File: config.mk
export PLATFORM = sky130hd
export DESIGN_NAME = jk_cmd_sequencer
export DESIGN_NICKNAME = d
export VERILOG_FILES = /design/src/rtl/jk_pkg.sv /design/src/rtl/jk_cmd_fifo.sv /design/src/rtl/jk_cmd_sequencer.sv
export SDC_FILE = /design/constraint.sdc
export NUM_CORES = 1
export LEC_CHECK = 0
export CAP_MARGIN = 20
export CORE_MARGIN = 2
export CORE_UTILIZATION = 32
export CTS_CLUSTER_SIZE = 16
export DETAILED_ROUTE_END_ITERATION = 6
export DONT_BUFFER_PORTS = 1
export MAX_ROUTING_LAYER = met4
export PLACE_DENSITY_LB_ADDON = 0.08
export SKIP_CTS_REPAIR_TIMING = 1
export SYNTH_ARGS = -nofsm -noshare
export SYNTH_HDL_FRONTEND = slang
export SYNTH_SLANG_ARGS = --single-unit
File: constraint.sdc
create_clock -name clk -period 1.66 [get_ports clk]
set_clock_uncertainty 0.1 [all_clocks]
set_input_delay 0.415 -clock clk [delete_from_list [all_inputs] [get_ports clk]]
set_output_delay 0.415 -clock clk [all_outputs]
set_load 0.05 [all_outputs]
File: src/rtl/jk_pkg.sv
`default_nettype none
// ============================================================================
// Module      : jk_pkg
// Description : Shared JK command encoding, sequencer FSM state encoding and
//               a next-state helper that models the synchronous JK latch.
// Revision    : 1.0  initial release
// ============================================================================
package jk_pkg;

    // JK command opcodes; bit 1 maps to J, bit 0 maps to K
    typedef enum logic [1:0] {
        JK_HOLD = 2'b00,
        JK_RST  = 2'b01,
        JK_SET  = 2'b10,
        JK_TGL  = 2'b11
    } jk_op_e;

    // Sequencer FSM state encoding
    localparam logic [1:0] C_ST_IDLE  = 2'd0;
    localparam logic [1:0] C_ST_DRIVE = 2'd1;
    localparam logic [1:0] C_ST_GAP   = 2'd2;

    typedef enum logic [1:0] {
        ST_IDLE  = C_ST_IDLE,
        ST_DRIVE = C_ST_DRIVE,
        ST_GAP   = C_ST_GAP
    } jk_state_e;

    // Latch state after one enabled edge with the given command
    function automatic logic jk_next(input logic q, input jk_op_e op);
        case (op)
            JK_HOLD: return q;
            JK_RST:  return 1'b0;
            JK_SET:  return 1'b1;
            default: return ~q;
        endcase
    endfunction

endpackage
`default_nettype wire

File: src/rtl/jk_cmd_fifo.sv
`default_nettype none
// ============================================================================
// Module      : jk_cmd_fifo
// Description : Small synchronous command FIFO. Pointers carry an extra wrap
//               bit so full and empty are distinguished without a counter.
//               No write-to-read bypass: a pushed entry is visible next cycle.
// Revision    : 1.0  initial release
// ============================================================================
module jk_cmd_fifo #(
    parameter int DEPTH = 4,
    parameter int WIDTH = 6
) (
    input  logic             clk,
    input  logic             rst,
    input  logic             i_push,
    input  logic [WIDTH-1:0] i_wdata,
    input  logic             i_pop,
    output logic [WIDTH-1:0] o_rdata,
    output logic             o_full,
    output logic             o_empty
);

    localparam int AW = $clog2(DEPTH);

    logic [AW:0]      r_wr_ptr;
    logic [AW:0]      r_rd_ptr;
    logic [WIDTH-1:0] r_mem [DEPTH];
    logic             w_push;
    logic             w_pop;

    // A full FIFO refuses pushes even when a pop happens in the same cycle
    assign w_push  = i_push && !o_full;
    assign w_pop   = i_pop && !o_empty;
    assign o_full  = (r_wr_ptr[AW] != r_rd_ptr[AW]) &&
                     (r_wr_ptr[AW-1:0] == r_rd_ptr[AW-1:0]);
    assign o_empty = (r_wr_ptr == r_rd_ptr);
    assign o_rdata = r_mem[r_rd_ptr[AW-1:0]];

    // Advance read/write pointers; the wrap bit rolls over naturally
    always_ff @(posedge clk) begin
        if (rst) begin
            r_wr_ptr <= '0;
            r_rd_ptr <= '0;
        end else begin
            if (w_push) r_wr_ptr <= r_wr_ptr + (AW+1)'(1);
            if (w_pop)  r_rd_ptr <= r_rd_ptr + (AW+1)'(1);
        end
    end

    // Storage array; contents are don't-care until written
    always_ff @(posedge clk) begin
        if (w_push) r_mem[r_wr_ptr[AW-1:0]] <= i_wdata;
    end

endmodule
`default_nettype wire

File: src/rtl/jk_cmd_sequencer.sv
`default_nettype none
// ============================================================================
// Module      : jk_cmd_sequencer
// Description : Buffers JK commands and replays each on registered J/K/en for
//               cmd_hold+1 cycles followed by a one-cycle gap. Tracks the
//               expected latch output in q_exp.
//               Build option: define JK_SEQ_CHECK_EN to compare the real
//               latch output q_fb against q_exp (sticky mismatch flag).
// Revision    : 1.0  initial release
// ============================================================================
module jk_cmd_sequencer
    import jk_pkg::*;
#(
    parameter int DEPTH  = 4,
    parameter int HOLD_W = 4
) (
    input  logic              clk,
    input  logic              reset,
    input  logic              cmd_valid,
    input  logic [1:0]        cmd_op,
    input  logic [HOLD_W-1:0] cmd_hold,
    output logic              cmd_ready,
    output logic              J,
    output logic              K,
    output logic              en,
    output logic              busy,
    output logic              q_exp,
    input  logic              q_fb,
    output logic              mismatch
);

    localparam int C_W = 2 + HOLD_W;

    jk_state_e         r_state;
    logic [HOLD_W-1:0] r_hold_cnt;
    logic              r_j;
    logic              r_k;
    logic              r_en;
    logic              r_q_exp;
    logic              w_full;
    logic              w_empty;
    logic              w_pop;
    logic [C_W-1:0]    w_head;
    logic [1:0]        w_head_op;
    logic [HOLD_W-1:0] w_head_hold;

    jk_cmd_fifo #(
        .DEPTH (DEPTH),
        .WIDTH (C_W)
    ) u_fifo (
        .clk     (clk),
        .rst     (reset),
        .i_push  (cmd_valid),
        .i_wdata ({cmd_op, cmd_hold}),
        .i_pop   (w_pop),
        .o_rdata (w_head),
        .o_full  (w_full),
        .o_empty (w_empty)
    );

    // Commands are taken from IDLE, or straight out of the gap cycle
    assign w_pop       = !w_empty && (r_state == ST_IDLE || r_state == ST_GAP);
    assign w_head_op   = w_head[C_W-1:HOLD_W];
    assign w_head_hold = w_head[HOLD_W-1:0];

    assign cmd_ready = !w_full;
    assign busy      = (r_state != ST_IDLE) || !w_empty;
    assign J         = r_j;
    assign K         = r_k;
    assign en        = r_en;
    assign q_exp     = r_q_exp;

    // Command replay FSM with registered J/K/en
    always_ff @(posedge clk) begin
        if (reset) begin
            r_state    <= ST_IDLE;
            r_hold_cnt <= '0;
            r_j        <= 1'b0;
            r_k        <= 1'b0;
            r_en       <= 1'b0;
        end else begin
            case (r_state)
                ST_IDLE, ST_GAP: begin
                    if (w_pop) begin
                        r_hold_cnt <= w_head_hold;
                        r_j        <= w_head_op[1];
                        r_k        <= w_head_op[0];
                        r_en       <= 1'b1;
                        r_state    <= ST_DRIVE;
                    end else begin
                        r_j     <= 1'b0;
                        r_k     <= 1'b0;
                        r_en    <= 1'b0;
                        r_state <= ST_IDLE;
                    end
                end
                ST_DRIVE: begin
                    if (r_hold_cnt == '0) begin
                        r_j     <= 1'b0;
                        r_k     <= 1'b0;
                        r_en    <= 1'b0;
                        r_state <= ST_GAP;
                    end else begin
                        r_hold_cnt <= r_hold_cnt - HOLD_W'(1);
                    end
                end
                default: begin
                    r_j     <= 1'b0;
                    r_k     <= 1'b0;
                    r_en    <= 1'b0;
                    r_state <= ST_IDLE;
                end
            endcase
        end
    end

    // Expected latch state: follows the latch on every enabled edge
    always_ff @(posedge clk) begin
        if (reset) begin
            r_q_exp <= 1'b0;
        end else if (r_en) begin
            r_q_exp <= jk_next(r_q_exp, jk_op_e'({r_j, r_k}));
        end
    end

`ifdef JK_SEQ_CHECK_EN
    logic r_q_fb;
    logic r_q_exp_d;
    logic r_mismatch;
    logic w_diff;

    assign w_diff   = (r_q_fb != r_q_exp_d);
    assign mismatch = r_mismatch | w_diff;

    // Register feedback and model side by side, then latch any difference
    always_ff @(posedge clk) begin
        if (reset) begin
            r_q_fb     <= 1'b0;
            r_q_exp_d  <= 1'b0;
            r_mismatch <= 1'b0;
        end else begin
            r_q_fb     <= q_fb;
            r_q_exp_d  <= r_q_exp;
            r_mismatch <= r_mismatch | w_diff;
        end
    end
`else
    logic w_unused_q_fb;

    assign w_unused_q_fb = q_fb;
    assign mismatch      = 1'b0;
`endif

endmodule
`default_nettype wire
==> flow_metrics.py, run 1 <==
metrics = {
    "outcome": {
        "outcome": "complete, but fails checks",
        "violations": "negative setup slack",
    },
    "clocking": {
        "clockBufferDepth": 2,
        "htreeDepth": 2,
        "cts_root_buf": "clkbuf_8",
        "clock_sinks": 42,
        "cts.clk_slew.worst_paths_ps": 90,
        "clk-insertion-delay-late_ps": 290,
        "cts_buffers": 5,
        "cts_tree": "done",
    },
    "timing": {
        "fin_crit_ps": 1750,
        "relSlewSlack_pct": 63.3,
        "fin_ws_ps": -88.9,
        "fin_setup_tns_ps": -167,
        "slew_viol_final": 0,
        "fin_crit_sh_pct": 105,
        "setup_violations": 2,
        "worstMarginPinSlew_ps": 550,
        "grt_setup_unrepaired": "yes",
        "max_freq_ghz": 0.572,
        "hold_viol_final": 0,
    },
    "power_and_ir_drop": {
        "vdd_drop_max_uv": 623,
        "p_per_area_nw_per_um2": 1730,
        "p_leak_nw": 0.863,
    },
    "finish": {
        "final_common_cell": "edfxtp_1",
        "final_util_pct": 41.8,
        "final_cell_mix": "edfxtp_1 (24), nor2_1 (17), buf_4 (16)",
        "layout-drive-gt1-share_pct": 33.9,
        "antenna_cells": 0,
        "layout.cells.non_filler": 237,
        "area_growth_pct": 25.2,
        "finalInstanceArea_sq_um": 2330,
        "layout.nets": 182,
    },
    "min_path": {
        "hold-path-cell-count": 1,
        "min_from": "reset",
        "hold_class": "in2reg",
    },
    "run": {
        "drv_cap": 0,
    },
    "floorplan": {
        "rows": 27,
        "core_area_sq_um": 5570,
        "initial_core_util_pct": 33.4,
        "ioPinCount": 17,
        "die_w_um": 80.2,
        "fp.dieH_um": 80.2,
        "dieArea_sq_um": 6440,
    },
    "global_routing": {
        "grt_pass1_wl_um": 5430,
        "gr-total-overflow": 0,
        "grt_pass1_vias": 1107,
        "grt_max_degree": 18,
        "grt_use_total_pct": 11.8,
        "antenna_found_initial": 0,
    },
    "setup_path": {
        "r2r-start": "u_fifo.r_wr_ptr[1]",
        "crit_path_start": "u_fifo.r_rd_ptr[0]",
        "crit_type": "reg2out",
        "crit_chain": "xor2_2 > nor2_2 > nand2_1 > buf_12",
        "slowest_stage": "dfxtp_2",
        "endpoint_kind": "output pin",
        "rr_worst_depth": 4,
        "path_max_fanout": 3,
        "cp-start-kind": "flip-flop",
        "required_ps": 1140,
        "worstPathArrival_ps": 1230,
        "max_stage_delay_ps": 340,
    },
    "logic_synthesis": {
        "ys.warnings.count": 0,
        "ys_types": 37,
        "synthCells": 141,
        "ys_seq_area_share_pct": 58.1,
        "syn-num-nets": 159,
        "synth-seq-cells": 42,
        "syn_avg_cell_area_sq_um": 13.2,
        "syn_area_sq_um": 1860,
    },
    "placed_design": {
        "gp_congestion": 0.801,
        "dp_cells": 227,
        "dpl-instance-area_sq_um": 2130,
        "dpl_worst_slack_ps": 51.5,
        "dpl.hpwl_um": 2380,
        "io_buffers": 0,
    },
    "detailed_routing": {
        "drtPass1Iterations": 4,
        "initialDrtViolationCount": 46,
        "viasPerCell": 4.62,
        "detail_route.wl_per_cell_um": 14.0,
        "drc": 0,
        "ant_nets": 0,
        "wl_um": 3320,
        "vias": 1094,
    },
}
-- worst max-delay path, delay by kind of cell, from the launching register on --
kind / cells / cell delay, ps
AND/OR/NAND/NOR: 2 / 250
flip-flops: 1 / 340
buffers and inverters: 1 / 160
XOR/XNOR: 1 / 190
-- through the flow --
stage	hold WS, ps	power (mW)
2_1_floorplan	370	2.52
3_3_place_gp	379	3.01
3_5_place_dp	388	3.03
4_1_cts	62.7	4.00
5_1_grt	54.3	4.30
6_report	74.6	4.04
-- report_power, final --
group / total [mW] / switching [mW] / internal, mW
sequential: 1.42 / 0.153 / 1.27
clock: 0.957 / 0.355 / 0.602
combinational: 1.66 / 0.866 / 0.791
-- cell usage after synthesis --
library cell | number | area share [%]
a21oi_1 | 5 | 1.3
edfxtp_1 | 24 | 39
nor3_1 | 3 | 0.81
o32ai_2 | 2 | 1.7
mux4_2 | 6 | 7.3
nor2_4 | 1 | 0.61
and2_4 | 1 | 0.47
ha_1 | 8 | 5.4
o311ai_1 | 1 | 0.47
clkbuf_1 | 3 | 0.61
a31oi_1 | 1 | 0.34
and2b_1 | 1 | 0.40
buf_4 | 1 | 0.40
nand2_1 | 4 | 0.81
mux2i_1 | 2 | 1.1
o31a_2 | 1 | 0.54
o21ai_1 | 2 | 0.54
and2_1 | 3 | 1.0
a211oi_2 | 1 | 0.67
nor2_1 | 19 | 3.8
nor3b_1 | 1 | 0.40
nand3_1 | 4 | 1.1
conb_1 | 1 | 0.20
a22oi_1 | 3 | 1.2
o31a_4 | 1 | 0.94
and3_1 | 1 | 0.34
o31ai_2 | 1 | 0.67
buf_2 | 1 | 0.27
a221oi_2 | 1 | 0.81
nand2b_1 | 3 | 1.0
nand4b_1 | 1 | 0.47
xor2_2 | 2 | 1.7
dfxtp_1 | 18 | 19
inv_1 | 8 | 1.6
or4_1 | 1 | 0.40
xor2_1 | 2 | 0.94
xnor2_1 | 3 | 1.4
-- registers in the layout (all words and copies together) (netlist names), named ones only --
signal / count
K: 1
q_exp: 1
J: 1
r_hold_cnt: 4
u_fifo.r_mem: 24
r_state: 2
en: 1
u_fifo.r_rd_ptr: 3
u_fifo.r_wr_ptr: 3
-- routing by layer --
metal / share of wire [%] / global-route usage, %
met1: 45 / 14.4
met2: 50 / 18.1
met3: 4.3 / 3.82
met4: 1.3 / 4.58
met5: 0 / -
-- cells by family (layout without fill, tap and decap cells) --
group                      after synthesis  after routing  synth area share (%)
buffers and inverters                   13             37                  2.89
muxes                                    8              8                  8.34
AOI/OAI and AO/OA                       19             19                  9.29
xor gates and xnor gates                 7              7                  4.11
other                                    1              1                 0.202
DFF                                     42             42                  58.1
and+or+nand+nor                         43             43                  11.6
adders and majority gates                8              8                  5.38
-- area by class of cell --
type	instances	area, sq um
clock buffer	5	68.8
tap	72	90.1
inverter	8	30.0
timing repair buffer	21	220
sequential	42	1090
fill	526	3250
multi-input combinational	86	763
clock inverter	3	68.8
-- path summary, 6_finish.rpt --
check                  endpoint  slack (ps)
min reg2reg       r_hold_cnt[1]         410
max reg2reg  u_fifo.r_mem[1][0]          60
min          u_fifo.r_wr_ptr[1]          70
max                   cmd_ready         -90
Power figures use the tool's default switching activity.
==> run 2, diff against run 1 <==
- HOLD_SLACK_MARGIN: unset -> 0.12
- RECOVER_POWER: unset -> 25
- clock period: 1.66 -> 2.1 ns (I/O delays scaled with it)
==> flow_metrics.py, run 2 (synthesis gave the netlist of run 1 again) <==
metrics = {
    "outcome": {
        "outcome": "completed",
    },
    "timing": {
        "setup_violations": 0,
        "slew_viol_final": 0,
        "fin_crit_ps": 2000,
        "fin_crit_sh_pct": 95.1,
        "max_freq_ghz": 0.501,
        "fin_setup_tns_ps": 0,
        "hold_viol_final": 0,
        "worstMarginPinSlew_ps": 572,
        "grt_setup_unrepaired": "no",
        "relSlewSlack_pct": 61.8,
    },
    "clocking": {
        "clk-insertion-delay-late_ps": 290,
        "cts_root_buf": "clkbuf_8",
        "clock_sinks": 42,
        "cts.clk_slew.worst_paths_ps": 80,
        "cts_buffers": 5,
        "clockBufferDepth": 2,
        "cts_tree": "done",
        "htreeDepth": 2,
    },
    "finish": {
        "finalInstanceArea_sq_um": 2070,
        "antenna_cells": 0,
        "layout-drive-gt1-share_pct": 20.8,
        "largest_reg_flops": 24,
        "layout.nets": 166,
        "final_cell_mix": "edfxtp_1 (24), nor2_1 (19), dfxtp_1 (17)",
        "area_growth_pct": 11.3,
        "final_common_cell": "edfxtp_1",
        "layout.cells.non_filler": 221,
    },
    "detailed_routing": {
        "ant_nets": 0,
        "detail_route.wl_per_cell_um": 14.6,
        "vias": 1052,
        "viasPerCell": 4.76,
        "drtPass1Iterations": 4,
        "drc": 0,
        "wl_um": 3230,
        "initialDrtViolationCount": 27,
    },
    "global_routing": {
        "grt_pass1_vias": 1050,
        "grt_pass1_wl_um": 5260,
        "grt_max_degree": 18,
        "gr-total-overflow": 0,
        "antenna_found_initial": 0,
        "grt_use_total_pct": 11.4,
    },
    "placed_design": {
        "io_buffers": 0,
        "dpl-instance-area_sq_um": 1960,
        "dpl.hpwl_um": 2270,
        "gp_congestion": 0.748,
        "dp_cells": 212,
    },
    "setup_path": {
        "worstPathArrival_ps": 1370,
        "required_ps": 1470,
        "path_max_fanout": 5,
        "crit_type": "reg2out",
        "endpoint_kind": "output pin",
        "cp-start-kind": "flip-flop",
    },
    "floorplan": {
        "rows": 27,
        "ioPinCount": 17,
        "dieArea_sq_um": 6440,
        "core_area_sq_um": 5570,
        "initial_core_util_pct": 33.4,
        "fp.dieH_um": 80.2,
        "die_w_um": 80.2,
    },
    "power_and_ir_drop": {
        "p_leak_nw": 0.729,
        "seqPwrFrac_pct": 42.6,
        "p_int_mw": 1.69,
        "switching_share_pct": 38.3,
        "p_per_area_nw_per_um2": 1320,
        "clkPwrFrac_pct": 19.6,
        "power_frac_comb_pct": 37.8,
        "vdd_drop_max_uv": 502,
        "switchingPower_mw": 1.05,
    },
    "min_path": {
        "hold_class": "in2reg",
    },
    "run": {
        "drv_cap": 0,
    },
}
run 2: worst paths after layout:
path,cells past startpoint,startpoint,to,slack (ps)
max,4,u_fifo.r_rd_ptr[0],busy,100
min,1,reset,u_fifo.r_wr_ptr[0],190
min reg2reg,2,r_hold_cnt[1],r_hold_cnt[1],390
max reg2reg,3,u_fifo.r_rd_ptr[0],u_fifo.r_mem[2][2],330
run 2: per-stage QoR:
| step | worst slack, ps | util [%] | hold WS, ps | total power [mW] |
|---|---|---|---|---|
| after global routing | 11.6 | 37.1 | 169 | 2.93 |
| after CTS | -9.21 | 36.8 | 177 | 2.76 |
| final | 103 | 37.1 | 186 | 2.74 |
| after floorplan | 338 | - | 370 | 1.99 |
| after detailed placement | 211 | 35.1 | 385 | 2.21 |
| after global placement | 252 | 35.1 | 381 | 2.19 |
run 2: layout make-up:
type                            count  area (sq um)
Multi-Input combinational cell     86           736
Clock inverter                      3          25.0
Sequential cell                    42          1080
Timing Repair Buffer                5          37.5
Fill cell                         543          3500
Tap cell                           72          90.1
Clock buffer                        5          68.8
Inverter                            8          30.0
run 2: power groups by stage:
stage	sequential (mW)	combinational (mW)	clock, mW
floorplan	1.18	0.817	0
global placement	1.18	1.01	0
detailed placement	1.18	1.03	0
CTS	1.17	1.03	0.560
global route	1.19	1.15	0.591
finish	1.17	1.03	0.537
run 2: critical path, cell delays in order, from the launching register on:
cell and delay [ps]:
dfxtp_1 480, xor2_4 240, nor2_1 80, nand3_1 80, buf_4 200
run 2: per-layer routing:
layer	track usage, %	vias to the layer above	routed length, um
met5	-	-	0
met4	4.07	0	34
met3	3.48	4	147
met2	19.3	14	1650
met1	12.8	510	1400
li1	-	524	-
